**src/rtl/mem_port_arbiter.sv**
```systemverilog
// Two-requester (fetch / load-store) arbiter onto a single 1-cycle-latency memory port.
// Define ARB_ROUND_ROBIN_EN for alternating conflict resolution; default is fixed priority with a fetch starvation limit.
module mem_port_arbiter #(
   parameter int unsigned MAX_WAIT = 4
) (
   input  logic        i_clk,
   input  logic        i_reset,
   input  logic        i_if_req,
   input  logic [31:0] i_if_addr,
   output logic        o_if_gnt,
   output logic        o_if_rvalid,
   output logic [31:0] o_if_rdata,
   input  logic        i_ls_req,
   input  logic        i_ls_wren,
   input  logic [31:0] i_ls_addr,
   input  logic [31:0] i_ls_wdata,
   input  logic [3:0]  i_ls_bmask,
   output logic        o_ls_gnt,
   output logic        o_ls_rvalid,
   output logic [31:0] o_ls_rdata,
   output logic        o_mem_req,
   output logic        o_mem_wren,
   output logic [31:0] o_mem_addr,
   output logic [31:0] o_mem_wdata,
   output logic [3:0]  o_mem_bmask,
   input  logic [31:0] i_mem_rdata
);

   typedef enum logic [1:0] {
      IDLE   = 2'd0,
      RET_IF = 2'd1,
      RET_LS = 2'd2
   } state_t;

   state_t      state, next_state;
   logic        if_win;
   logic [31:0] if_rdata_q, ls_rdata_q;

`ifdef ARB_ROUND_ROBIN_EN
   // 1 = fetch won the most recent conflict
   logic rr_last_if;

   always_ff @(posedge i_clk) begin
      if (i_reset)
         rr_last_if <= 1'b1;
      else if (i_if_req && i_ls_req)
         rr_last_if <= o_if_gnt;
   end

   always_comb begin
      if_win = 1'b0;
      if (i_if_req)
         if_win = !i_ls_req || !rr_last_if;
   end
`else
   localparam int unsigned CNT_W = (MAX_WAIT < 1) ? 1 : $clog2(MAX_WAIT + 1);

   logic [CNT_W-1:0] wait_cnt;

   // Consecutive cycles fetch has been left waiting; saturates at MAX_WAIT
   always_ff @(posedge i_clk) begin
      if (i_reset || !i_if_req || o_if_gnt)
         wait_cnt <= '0;
      else if (wait_cnt != CNT_W'(MAX_WAIT))
         wait_cnt <= wait_cnt + CNT_W'(1);
   end

   always_comb begin
      if_win = 1'b0;
      if (i_if_req)
         if_win = !i_ls_req || (wait_cnt == CNT_W'(MAX_WAIT));
   end
`endif

   assign o_if_gnt  = !i_reset && if_win;
   assign o_ls_gnt  = !i_reset && i_ls_req && !if_win;

   // Memory port payload mux; zeroed when idle
   always_comb begin
      o_mem_req   = 1'b0;
      o_mem_wren  = 1'b0;
      o_mem_addr  = '0;
      o_mem_wdata = '0;
      o_mem_bmask = '0;
      if (o_if_gnt) begin
         o_mem_req   = 1'b1;
         o_mem_addr  = i_if_addr;
         o_mem_bmask = 4'b1111;
      end else if (o_ls_gnt) begin
         o_mem_req   = 1'b1;
         o_mem_wren  = i_ls_wren;
         o_mem_addr  = i_ls_addr;
         o_mem_wdata = i_ls_wdata;
         o_mem_bmask = i_ls_bmask;
      end
   end

   always_ff @(posedge i_clk) begin
      if (i_reset)
         state <= IDLE;
      else
         state <= next_state;
   end

   always_comb begin
      next_state = IDLE;
      if (o_if_gnt)
         next_state = RET_IF;
      else if (o_ls_gnt && !i_ls_wren)
         next_state = RET_LS;
   end

   // Return strobes are masked during reset so an in-flight read is dropped
   always_comb begin
      o_if_rvalid = 1'b0;
      o_ls_rvalid = 1'b0;
      if (!i_reset) begin
         o_if_rvalid = (state == RET_IF);
         o_ls_rvalid = (state == RET_LS);
      end
   end

   always_ff @(posedge i_clk) begin
      if (i_reset) begin
         if_rdata_q <= '0;
         ls_rdata_q <= '0;
      end else begin
         if (o_if_rvalid) if_rdata_q <= i_mem_rdata;
         if (o_ls_rvalid) ls_rdata_q <= i_mem_rdata;
      end
   end

   assign o_if_rdata = o_if_rvalid ? i_mem_rdata : if_rdata_q;
   assign o_ls_rdata = o_ls_rvalid ? i_mem_rdata : ls_rdata_q;

endmodule
```
**config.mk**
```make
export PLATFORM = sky130hd
export DESIGN_NAME = mem_port_arbiter
export DESIGN_NICKNAME = d
export VERILOG_FILES = /design/src/rtl/mem_port_arbiter.sv
export SDC_FILE = /design/constraint.sdc
export NUM_CORES = 1
export LEC_CHECK = 0
export ABC_AREA = 1
export BUFFER_PORTS_ARGS = -buffer_cell sky130_fd_sc_hd__buf_2
export CAP_MARGIN = 25
export CORE_MARGIN = 3
export CORE_UTILIZATION = 38
export CTS_CLUSTER_DIAMETER = 200
export CTS_CLUSTER_SIZE = 16
export DETAILED_ROUTE_END_ITERATION = 7
export GPL_ROUTABILITY_DRIVEN = 0
export PLACE_DENSITY_LB_ADDON = 0.25
export SYNTH_ARGS = -nofsm -noshare
export SYNTH_HDL_FRONTEND = slang
export SYNTH_SLANG_ARGS = --single-unit
```
**constraint.sdc**
```tcl
create_clock -name i_clk -period 1.25 [get_ports i_clk]
set_clock_uncertainty 0.05 [all_clocks]
set_input_delay 0.0625 -clock i_clk [delete_from_list [all_inputs] [get_ports i_clk]]
set_output_delay 0.0625 -clock i_clk [all_outputs]
set_load 0.02 [all_outputs]
```
==> reports/qor.txt <==
initial antenna violation count: 0
Finished Cell Area: 8970 um2
Final Core Density: 86.9%
die area: 11900 um2
Starting Density: 39.1%
met3 wirelength from detailed routing: 1960 um
Synth top area share: 34.2%
worst hold path class: input port to flop
synth unique cells: 19
required time of the worst setup path: 1.14 ns
Post-DP Area: 6000 um2
Worst-Margin Slew: 0.676 ns
initial DRC count: 323
synth cell count leaders: 239 x nand2_1, 203 x inv_1, 102 x nor2_1
Fill cells: 514
status: complete, but fails checks
ANT nets after route: 0
crit path max fanout: 8
Cells after DPL: 1136
worst-case clock buffer depth: 2
Crit Path Category: flop to output port
Worst-Skew Late Latency: 0.33 ns
TNS Setup: -60.23 ns
type of origin of the critical path: flop
# DRC: 0
wire length per cell: 19.2 um
global-route wire length before repair: 26600 um
syn avg cell area: 5.56 um2
slew margin rel.: 54.9%
Arr. time, crit path: 1.64 ns
number of flops mapped to enable cells by yosys: 0
met2 wire len: 12000 um
layout cells sized above 1: 68.2%
CTS root buffer: clkbuf_8
CTS tree: built
Peak VDD IR: 0.736 mV
Mapped Cells: 726
final setup violation count: 184
TritonCTS buffer count: 9
synth-to-layout area growth: 122%
crit end category: output port
YS warnings: 0
vias: 6003
syn_nets: 865
Placeable Area: 10300 um2
Fmax: 0.572 GHz
FF+latch count, synth: 69
Pwr per Cell Area: 793 nW/um2
Synth area leader: dfxtp_1
period utilization: 140%
Seq/Total Area, Yosys: 34.2%
Final Critical Period: 1.75 ns
GRT Overall Usage: 29.1%
RSZ-0062 raised after global routing: yes
gr ovfl total: 0
Critical Path Slowest Stage Cell: dfxtp_4
most frequent cell after synthesis: nand2_1
vias in the first global route: 5254
post-route insts no fill: 1200
DP HPWL: 11700 um
clk sink count: 69
final wirelength: 23000 um
Port Buf Inserts: 274
slowest stage delay, CP: 0.36 ns
worst hold slack: 0.0498 ns
Mapped Area: 4040 um2
top post-synthesis cells by area: dfxtp_1 34%, nand2_1 22%, inv_1 19%, nor2_1 9.5%, nand3_1 8.1%
Die X: 109 um
Max-cap violations: 0
final net count: 1198
Cell Chain, Critical Path: nor2_4 > buf_12 > clkbuf_16 > nand3_2 > nand2_2 > inv_2 > buf_6
highest routed layer: met4
CTS HTree Levels: 3
io pins: 275
Die Height: 109 um
drt pass-1 iters: 6
Post-synth top flop: dfxtp_1
final hold violations: 0
wire length on met1: 7570 um
Vias per Instance: 5.00
share of flip-flops with an asynchronous set or reset: 0%
violations in the final reports: negative setup slack
worst setup margin: -0.499 ns
clk slew on worst S/H paths: 0.08 ns
largest net degree at the start of global routing: 47
Cell Rows: 37
# diodes: 0
Slew Limit Fails: 0
Pleak: 4.94 nW
-- critical path, delay by kind of cell (launching register included) --
kind,cells,cell delay (ns)
AND/OR/NAND/NOR,3,0.43
flip-flops,1,0.36
buffers and inverters,4,0.50
-- cell type report --
type | count | area, um2 | share of cell area [%]
clock buffer | 11 | 141 | 1.58
multi-input combinational | 415 | 3100 | 34.6
tap | 136 | 170 | 1.90
sequential | 69 | 1390 | 15.5
inverter | 207 | 802 | 8.94
timing repair buffer | 357 | 3260 | 36.3
clock inverter | 5 | 106 | 1.19
-- logic make-up (layout without fill, tap and decap cells) --
kind of cell	count (synthesis)	after routing	share of synthesized area, %
AND/OR/NAND/NOR	411	411	40.8
buffers and inverters	242	580	24.0
flip-flops	69	69	34.2
adder cells (fa/ha/maj)	2	2	0.619
AO/OA/AOI/OAI	1	1	0.124
XOR/XNOR	1	1	0.217
-- cell usage in the layout, fill, tap and decap left out, types with 10 or more instances in the layout --
master	netlist	final
dfxtp_1	69	65
inv_1	203	139
nor2_2	1	45
nor2_1	102	47
nand3_1	65	40
nand2_2	1	94
nand3_2	1	19
nand2_1	239	42
buf_12	0	11
buf_4	5	49
nand2_4	1	103
nor2_4	1	12
buf_6	3	139
clkbuf_8	0	10
inv_2	4	64
buf_2	16	140
-- state kept, by name, summed over array words and instances, names as in the netlist --
register	count
wait_cnt	3
if_rdata_q	32
state	2
ls_rdata_q	32
-- through the flow --
step | setup slack (ns) | total power [mW]
floorplan | -0.0115 | 3.21
global placement | -0.101 | 3.85
detailed placement | -0.116 | 3.86
CTS | -0.441 | 6.58
global route | -0.679 | 7.37
finish | -0.499 | 7.12
-- repair_timing --
action / 4_1_cts / 5_1_grt
setup buffers: 28 / 22
gates resized for setup: 327 / 364
pin swaps: 26 / 41
gates cloned: 8 / 6
hold endpoints to repair: 1 / 0
setup endpoints to repair: 139 / 197
hold buffers: 1 / 0
-- final timing paths --
kind | start | endpoint | slack (ns) | cells after the start
max | state[1] | o_if_rdata[18] | -0.50 | 7
min | i_mem_rdata[23] | ls_rdata_q[23] | 0.05 | 5
max reg2reg | state[0] | ls_rdata_q[3] | -0.24 | 9
min reg2reg | wait_cnt[0] | wait_cnt[0] | 0.46 | 2
-- report_power, final --
part / internal [mW] / switching [mW] / leakage, nW / total, mW
clock network: 1.39 / 0.902 / 0.120 / 2.29
logic: 1.12 / 1.41 / 4.26 / 2.53
registers: 2.27 / 0.0275 / 0.563 / 2.30
-- metal layers --
| metal | global-route usage, % | up-vias |
|---|---|---|
| li1 | - | 2692 |
| met1 | 34.0 | 2774 |
| met2 | 52.8 | 407 |
| met3 | 5.33 | 130 |
| met4 | 10.6 | 0 |
| met5 | 0 | - |
Power figures use the tool's default switching activity.
